**src/rtl/branch_target_predictor_pkg.sv**
```systemverilog
// +--------------------------------------------------------------------------+
// | branch_target_predictor_pkg : BTB entry layout and 2-bit counter states  |
// | Rev 1.0 - initial release                                                |
// +--------------------------------------------------------------------------+
`default_nettype none

package branch_target_predictor_pkg;

  localparam int BTB_XLEN     = 32;
  localparam int BTB_TAG_BITS = 10;

  typedef enum logic [1:0] {
    STRONG_NT = 2'b00,
    WEAK_NT   = 2'b01,
    WEAK_T    = 2'b10,
    STRONG_T  = 2'b11
  } bp_cnt_e;

  localparam bp_cnt_e BP_CNT_ALLOC = WEAK_T;

  typedef struct packed {
    logic                    valid;
    logic                    is_jal;
    logic [BTB_TAG_BITS-1:0] tag;
    bp_cnt_e                 cnt;
    logic [BTB_XLEN-1:0]     target;
  } btb_entry_t;

endpackage

`default_nettype wire

```
**src/rtl/branch_target_predictor_sat_counter2.sv**
```systemverilog
// +--------------------------------------------------------------------------+
// | sat_counter2 : combinational next state of a 2-bit saturating counter    |
// | Rev 1.0 - initial release                                                |
// +--------------------------------------------------------------------------+
`default_nettype none

module sat_counter2
  import branch_target_predictor_pkg::*;
(
  input  bp_cnt_e i_cnt,
  input  logic    i_taken,
  output bp_cnt_e o_cnt
);

  always_comb begin
    o_cnt = i_cnt;
    if (i_taken) begin
      if (i_cnt != STRONG_T) o_cnt = bp_cnt_e'(i_cnt + 2'd1);
    end else begin
      if (i_cnt != STRONG_NT) o_cnt = bp_cnt_e'(i_cnt - 2'd1);
    end
  end

endmodule

`default_nettype wire

```
**src/rtl/branch_target_predictor.sv**
```systemverilog
// +--------------------------------------------------------------------------+
// | branch_target_predictor : direct-mapped BTB, 1-cycle registered lookup   |
// | Rev 1.0 - initial release                                                |
// +--------------------------------------------------------------------------+
`default_nettype none

module branch_target_predictor
  import branch_target_predictor_pkg::*;
#(
  parameter int XLEN     = 32,
  parameter int ENTRIES  = 64,
  parameter int TAG_BITS = 10
) (
  input  logic            i_clk,
  input  logic            i_rst,
  input  logic            i_fetch_valid,
  input  logic            i_fetch_stall,
  input  logic [XLEN-1:0] i_fetch_pc,
  output logic            o_predict_hit,
  output logic            o_predict_taken,
  output logic [XLEN-1:0] o_predict_target,
  input  logic            i_update_valid,
  input  logic [XLEN-1:0] i_update_pc,
  input  logic            i_update_is_branch,
  input  logic            i_update_is_jal,
  input  logic            i_update_taken,
  input  logic [XLEN-1:0] i_update_target
);

  localparam int IDX_W = $clog2(ENTRIES);
  localparam int TAG_LO = IDX_W + 2;
  localparam int TAG_HI = IDX_W + TAG_BITS + 1;

  logic [IDX_W-1:0]    f_idx, u_idx;
  logic [TAG_BITS-1:0] f_tag, u_tag;

  assign f_idx = i_fetch_pc[IDX_W+1:2];
  assign u_idx = i_update_pc[IDX_W+1:2];
  assign f_tag = i_fetch_pc[TAG_HI:TAG_LO];
  assign u_tag = i_update_pc[TAG_HI:TAG_LO];

  logic unused_pc_bits;
  generate
    if (TAG_HI + 1 < XLEN) begin : g_pc_upper
      assign unused_pc_bits = ^{i_fetch_pc[XLEN-1:TAG_HI+1], i_update_pc[XLEN-1:TAG_HI+1],
                                i_fetch_pc[1:0], i_update_pc[1:0]};
    end else begin : g_pc_exact
      assign unused_pc_bits = ^{i_fetch_pc[1:0], i_update_pc[1:0]};
    end
  endgenerate

  logic                valid_q  [ENTRIES];
  logic                valid_d  [ENTRIES];
  logic                is_jal_q [ENTRIES];
  logic                is_jal_d [ENTRIES];
  logic [TAG_BITS-1:0] tag_q    [ENTRIES];
  logic [TAG_BITS-1:0] tag_d    [ENTRIES];
  bp_cnt_e             cnt_q    [ENTRIES];
  bp_cnt_e             cnt_d    [ENTRIES];
  logic [XLEN-1:0]     target_q [ENTRIES];
  logic [XLEN-1:0]     target_d [ENTRIES];

  logic            hit_q, hit_d;
  logic            taken_q, taken_d;
  logic [XLEN-1:0] pred_target_q, pred_target_d;

  logic    f_hit, u_hit;
  bp_cnt_e cnt_nxt;

  sat_counter2 u_sat_counter2 (
    .i_cnt   (cnt_q[u_idx]),
    .i_taken (i_update_taken),
    .o_cnt   (cnt_nxt)
  );

  // Lookup reads the current (pre-update) arrays: read-before-write on index collision.
  always_comb begin
    f_hit         = i_fetch_valid && valid_q[f_idx] && (tag_q[f_idx] == f_tag);
    hit_d         = hit_q;
    taken_d       = taken_q;
    pred_target_d = pred_target_q;
    if (!i_fetch_stall) begin
      hit_d         = f_hit;
      taken_d       = f_hit && ((cnt_q[f_idx] inside {WEAK_T, STRONG_T}) || is_jal_q[f_idx]);
      pred_target_d = f_hit ? target_q[f_idx] : '0;
    end
  end

  always_comb begin
    valid_d  = valid_q;
    is_jal_d = is_jal_q;
    tag_d    = tag_q;
    cnt_d    = cnt_q;
    target_d = target_q;
    u_hit    = valid_q[u_idx] && (tag_q[u_idx] == u_tag);
    if (i_update_valid) begin
      if (i_update_is_jal) begin
        valid_d[u_idx]  = 1'b1;
        is_jal_d[u_idx] = 1'b1;
        tag_d[u_idx]    = u_tag;
        cnt_d[u_idx]    = STRONG_T;
        target_d[u_idx] = i_update_target;
      end else if (i_update_is_branch) begin
        if (u_hit) begin
          cnt_d[u_idx]    = cnt_nxt;
          is_jal_d[u_idx] = 1'b0;
          if (i_update_taken) target_d[u_idx] = i_update_target;
        end else if (i_update_taken) begin
          valid_d[u_idx]  = 1'b1;
          is_jal_d[u_idx] = 1'b0;
          tag_d[u_idx]    = u_tag;
          cnt_d[u_idx]    = BP_CNT_ALLOC;
          target_d[u_idx] = i_update_target;
        end
      end
    end
  end

  always_ff @(posedge i_clk or posedge i_rst) begin
    if (i_rst) begin
      for (int i = 0; i < ENTRIES; i++) begin
        valid_q[i] <= 1'b0;
        cnt_q[i]   <= STRONG_NT;
      end
      hit_q         <= 1'b0;
      taken_q       <= 1'b0;
      pred_target_q <= '0;
    end else begin
      valid_q       <= valid_d;
      cnt_q         <= cnt_d;
      hit_q         <= hit_d;
      taken_q       <= taken_d;
      pred_target_q <= pred_target_d;
    end
  end

  // Payload fields are only observed through a valid entry, so they need no reset.
  always_ff @(posedge i_clk) begin
    is_jal_q <= is_jal_d;
    tag_q    <= tag_d;
    target_q <= target_d;
  end

  assign o_predict_hit    = hit_q;
  assign o_predict_taken  = taken_q;
  assign o_predict_target = pred_target_q;

`ifndef SYNTHESIS
  a_branch_jal_exclusive : assert property (@(posedge i_clk) disable iff (i_rst)
    !(i_update_valid && i_update_is_branch && i_update_is_jal));
`endif

endmodule

`default_nettype wire

```
**config.mk**
```make
export PLATFORM = sky130hd
export DESIGN_NAME = branch_target_predictor
export DESIGN_NICKNAME = d
export VERILOG_FILES = /design/src/rtl/branch_target_predictor_pkg.sv /design/src/rtl/branch_target_predictor_sat_counter2.sv /design/src/rtl/branch_target_predictor.sv
export SDC_FILE = /design/constraint.sdc
export NUM_CORES = 2
export LEC_CHECK = 0
export CAP_MARGIN = 10
export CORE_UTILIZATION = 45
export CTS_BUF_LIST = sky130_fd_sc_hd__clkbuf_8
export CTS_CLUSTER_DIAMETER = 40
export CTS_CLUSTER_SIZE = 14
export DETAILED_ROUTE_END_ITERATION = 7
export SLEW_MARGIN = 10
export SYNTH_ARGS = -nofsm -noshare
export SYNTH_HDL_FRONTEND = slang
export SYNTH_HIERARCHICAL = 1
export SYNTH_SLANG_ARGS = --single-unit
```
**constraint.sdc**
```tcl
create_clock -name i_clk -period 6.7 [get_ports i_clk]
set_input_delay 0.67 -clock i_clk [delete_from_list [all_inputs] [get_ports i_clk]]
set_output_delay 0.67 -clock i_clk [all_outputs]
set_load 0.02 [all_outputs]
```
; ---- Word-level counts from Yosys, hierarchy flattened
; Index checks and enable logic that the tools add are counted.
[totals]
register_bits = 2978
latchBits = 0
ram_bits = 0
rom_bits = 0
input_bits = 104
output_inout_bits = 34
wordCells = 416
mem_count = 0
[classes]
add_sub_neg = 2
multipliers = 0
n_div = 0
magnitude_cmp = 3
n_eq_ne = 6
shift = 0
mux = 58
bitwise = 10
reduce_logical = 14
[ops]
columns = operator, count
row1 = 2048-bit two-way mux, 3
row2 = 640-bit two-way mux, 4
row3 = 2048-bit bitwise mux, 1
row4 = 640-bit bitwise mux, 1
row5 = 128-bit two-way mux, 4
row6 = 64-bit two-way mux, 8
row7 = 32-bit binary-select mux with 6-bit select, 1
row8 = 32-bit demux with 6-bit select, 1
row9 = 64-bit OR, 3
row10 = 64-bit bitwise AND, 2
row11 = 128-bit bitwise mux, 1
row12 = 32-bit two-way mux, 4
row13 = 64-bit inverter, 2
row14 = 128-bit OR, 1
row15 = 10-bit binary-select mux with 6-bit select, 2
row16 = 10-bit demux with 6-bit select, 1
row17 = 10-bit two-way mux, 5
row18 = 2-bit binary-select mux with 6-bit select, 2
row19 = 10-bit == test, 2
row20 = 1-bit binary-select mux with 6-bit select, 3
row21 = 2-bit two-way mux, 8
row22 = "7-bit >= comparator, second input constant", 2
row23 = 6-bit inverter with 7-bit output, 2
row24 = 2-bit demux with 6-bit select, 1
row25 = other kinds (13), 29

; ---- Depth between registers and ports, before layout
[depth]
word_depth = 11
ltp_mapped = 21
depth_no_buf = 14

; ---- Hierarchy
; The synthesis kept the hierarchy.
[modules_own_cells]
columns = mod, instances, cells_per_inst, area_per_inst_um2, seq_area_each_um2
row1 = branch_target_predictor, 1, 6050, 123284.5, 88294.7
row2 = sat_counter2, 1, 3, 26.3, 0.0

; ---- Least setup slack after synthesis
; Ideal clock, no wire load.
[synth_timing]
path_kind = input to register
startpoint = input i_update_pc[3]
endpoint = register cnt_q[68] in the netlist's numbering
setup_time_ns = 0.125
arrival_time_ns = 4.552
t_required_ns = 6.575
setup_slack_ns = 2.023
cell_stages = 10
n_path_buf = 5
path_cell_list = buf_2 buf_2 buf_1 clkbuf_1 buf_1 nor3_1 nand2_1 nor2_1 o21bai_4 mux2_2
[synth_between]
elab_chain_len = 11
word_cells_on_any_way = 34
cone_classes = add/sub (2) / order compare (2) / eq/ne (2) / mux (19) / bitwise (4) / reduce/logical (5)
[synth_lines]
columns = item, line
row1 = from (decl), branch_target_predictor.sv:23  ; input logic [XLEN-1:0] i_update_pc,
row2 = 6-bit inverter with 7-bit output (not written as such) (*), -
row3 = 2-bit binary-select mux with 6-bit select (tied with other cells), branch_target_predictor.sv:71  ; .i_cnt (cnt_q[u_idx]),
row4 = 2-bit two-way mux (not written as such) / 1-bit logical AND (equally long branches), -
row5 = "2-bit two-way mux, on equally long branches", -
row6 = 2-bit by 1-bit subtractor with 2-bit output (tied with other cells), branch_target_predictor_sat_counter2.sv:20  ; if (i_cnt != STRONG_NT) o_cnt = bp_cnt_e'(i_cnt - 2'd1);
row7 = 2-bit two-way mux (tied with other cells), branch_target_predictor_sat_counter2.sv:20
row8 = 2-bit two-way mux / 64-bit bitwise AND (equally long branches), -
row9 = 128-bit bitwise mux / 128-bit two-way mux (equally long branches), "branch_target_predictor.sv:105, branch_target_predictor.sv:108"
row10 = 128-bit two-way mux, branch_target_predictor.sv:104  ; if (u_hit) begin
row11 = 128-bit two-way mux, branch_target_predictor.sv:103  ; end else if (i_update_is_branch) begin
row12 = 128-bit two-way mux, branch_target_predictor.sv:97  ; if (i_update_is_jal) begin
row13 = to (signal assigned), branch_target_predictor.sv:130  ; cnt_q <= cnt_d;
row14 = to (decl), branch_target_predictor.sv:58  ; bp_cnt_e cnt_q [ENTRIES];
; Every way passes the cells marked *; elsewhere a longest branch is shown, timed or not. The select of a mux whose other input is x is not followed.
; A chain may end at the register's enable or synchronous reset.

==> impl_metrics.yaml <==
power:
  p_switching_w: 0.00967
  leakage_nw: 45.0
  clkPwrFrac_pct: 40.5
  swShare_pct: 24.7
  cellPowerDensity_mw_per_mm2: 280
  peakVddDrop_mv: 0.186
  intPower_w: 0.0294
  power_w: 0.0391
  p_comb_share_pct: 6.7
  seq_power_share_pct: 52.7
synthesis:
  synth-seq-area-share_pct: 71.6
  syn_area_sq_mm: 0.123
  syn_nets: 6157
  synthFlopType: "edfxtp_1"
  async_reset_ff_share_pct: 7.59
  avgSynthCellArea_sq_um: 20.4
  yosysUniqueCellTypes: 77
  synth_edf_count: 2752
  ys_seq_elements: 2978
  syn_inst: 6053
  yosys_warnings: 6
sta:
  relSlewSlack_pct: 16.8
  slew_viol_final: 0
  fin_tns_setup_ps: 0
  worst_slack_ps: 1940
  period_share_pct: 71.0
  rsz0062_at_grt: "no"
  skew_ps: 136
  hold_viol: 0
  tightest_slew_ps: 1250
  fmax_mhz: 210
  min_period_ps: 4760
  setup_violations: 0
clock_tree:
  cts_sinks: 2978
  worstSkewPairLatency_ps: 1170
  clkTransAtPathRegs_ps: 90
  cts_tree: "done"
  h-tree-depth: 5
  cts_buffers: 417
  cts_root_buf: "clkbuf_8"
  cts_buffer_depth: 4
global_route:
  antenna_found_initial: 29
  grt_util_all_layers_pct: 26.7
  overflow: 0
  grt_pass1_vias: 67200
  grt_first_pass_wirelength_mm: 520
  grt_max_degree: 143
floorplan:
  die_h_um: 525
  start_util_pct: 45.4
  fp.dieW_um: 525
  rows: 191
  dieArea_sq_mm: 0.276
  ioPinCount: 138
  core_area_sq_mm: 0.272
final_layout:
  drive_gt1_share_pct: 34.3
  nets: 6579
  final_common_cell: "edfxtp_1"
  fin_util_pct: 51.4
  area_growth_pct: 13.3
  design_area_sq_mm: 0.140
  final_cell_mix: "edfxtp_1, mux4_2, clkbuf_8"
  fill_cells: 21400
routing:
  via_per_inst: 6.42
  met2WireLength_mm: 173
  dr.pass1.iters: 6
  wirelength_mm: 371
  drc: 0
  drtIter0Drc: 8731
  final_antenna_net_count: 0
  met1_length_mm: 147
  vias: 66800
  routedWlPerCell_um: 35.6
  highest_layer: "met5"
  wl_met3_mm: 37.2
placed_design:
  numPortBuffers: 105
  post-place-ws_ps: 1030
  gp_congestion: 0.909
  place_area_sq_mm: 0.130
  dp_hpwl_mm: 216
setup_path:
  path_class: "primary input to register"
  path_max_fanout: 22
  required_ps: 7470
  r2r_end: "tag_q[373]"
  startpoint_type: "primary input"
  timing.rr.start: "tag_q[80]"
  end_kind: "register"
  r2r_cells: 11
  crit_start: "i_update_pc[6]"
  worstPathArrival_ps: 5530
  r2r_slack_ps: 2320
min_path:
  hold_path_depth: 1
  hold_start: "i_update_pc[13]"
  hold-path-endpoint: "tag_q[215]"
  hp-class: "primary input to register"
job:
  drv_cap: 0
status:
  outcome: "complete, no violations"
## synth_stat cells, types with 43 or more instances
master,count,area (sq um)
nand2_1,181,679
o21ai_0,94,470
inv_1,88,330
edfxtp_1,2752,82600
buf_2,103,515
a221oi_1,69,604
nor2_1,329,1230
nor3_1,43,215
mux2_2,111,1250
clkbuf_1,211,792
dfrtp_1,226,5660
o21bai_1,66,495
nand4_1,72,450
mux2i_1,123,1230
mux4_2,988,22300
a22oi_1,66,495
a21oi_1,90,450
buf_1,73,274
## cell type report
| class | count | area, sq um | share of cell area, % |
|---|---|---|---|
| clock inverters | 357 | 3530 | 2.53 |
| inverters | 91 | 345 | 0.247 |
| multi-input cells | 2567 | 33300 | 23.8 |
| repair buffers | 420 | 3840 | 2.75 |
| flip-flops and latches | 2978 | 88300 | 63.2 |
| diodes | 4 | 10.0 | 0.00717 |
| well taps | 3570 | 4470 | 3.20 |
| clock buffers | 428 | 5890 | 4.22 |
## state kept, by name, indices dropped and copies added, names as in the netlist, named ones only
register	cells
target_q	2048
tag_q	640
cnt_q	128
valid_q	64
o_predict_target	32
o_predict_hit	1
o_predict_taken	1
## power groups by stage
stage / clock [W] / sequential [W] / combinational [W]
finish: 0.0158 / 0.0206 / 0.00262
global route: 0.0168 / 0.0206 / 0.00274
CTS: 0.0161 / 0.0206 / 0.00262
detailed placement: 0 / 0.0210 / 0.00261
global placement: 0 / 0.0210 / 0.00258
floorplan: 0 / 0.0210 / 0.00154
## stage by stage
step | std cells | hold slack [ps]
final | 10400 | 81.3
after global placement | 9622 | 464
after detailed placement | 9623 | 474
after floorplan | 6053 | 447
after global routing | 10400 | 86.5
after CTS | 10400 | 3.77
## worst max-delay path by stage
stage | end | slack (ps) | cells after the start
2_1_floorplan | cnt_q[68] | 2020 | 10
3_3_place_gp | tag_q[203] | 1050 | 15
3_5_place_dp | tag_q[41] | 1030 | 15
4_1_cts | tag_q[49] | 2190 | 15
5_1_grt | register | 1910 | 14
6_report | register | 1940 | 14
## metal layers
| layer | GRT usage (%) | vias up |
|---|---|---|
| li1 | - | 26300 |
| met1 | 37.3 | 36100 |
| met2 | 41.5 | 3708 |
| met3 | 6.24 | 687 |
| met4 | 8.81 | 14 |
| met5 | 0.294 | - |
## critical path, cell delays in order
cell	delay (ps)
clkdlybuf4s50_1	1100
buf_4	320
and3b_1	600
a221oi_1	170
nor2_1	450
nor4_2	110
xnor2_1	170
nor4_2	420
buf_4	210
and4_1	270
buf_12	200
a31oi_1	260
buf_4	350
nor2_1	180
## cells by family after synthesis
logic type,Yosys count,synth area share (%)
xor gates and xnor gates,16,0.114
and+or+nand+nor,734,2.71
muxes,1227,20.1
adders and majority gates,2,0.0183
buffers and inverters,508,1.78
DFF,2978,71.6
AOI/OAI and AO/OA,588,3.67
## repair_timing
item / in CTS / in global routing
setup endpoints to repair: 0 / 0
resized for setup: 0 / 0
hold endpoints to repair: 43 / 0
buffers inserted: 0 / 0
hold buffers: 2 / 0
No activity file was read; power rests on OpenSTA's default activity.
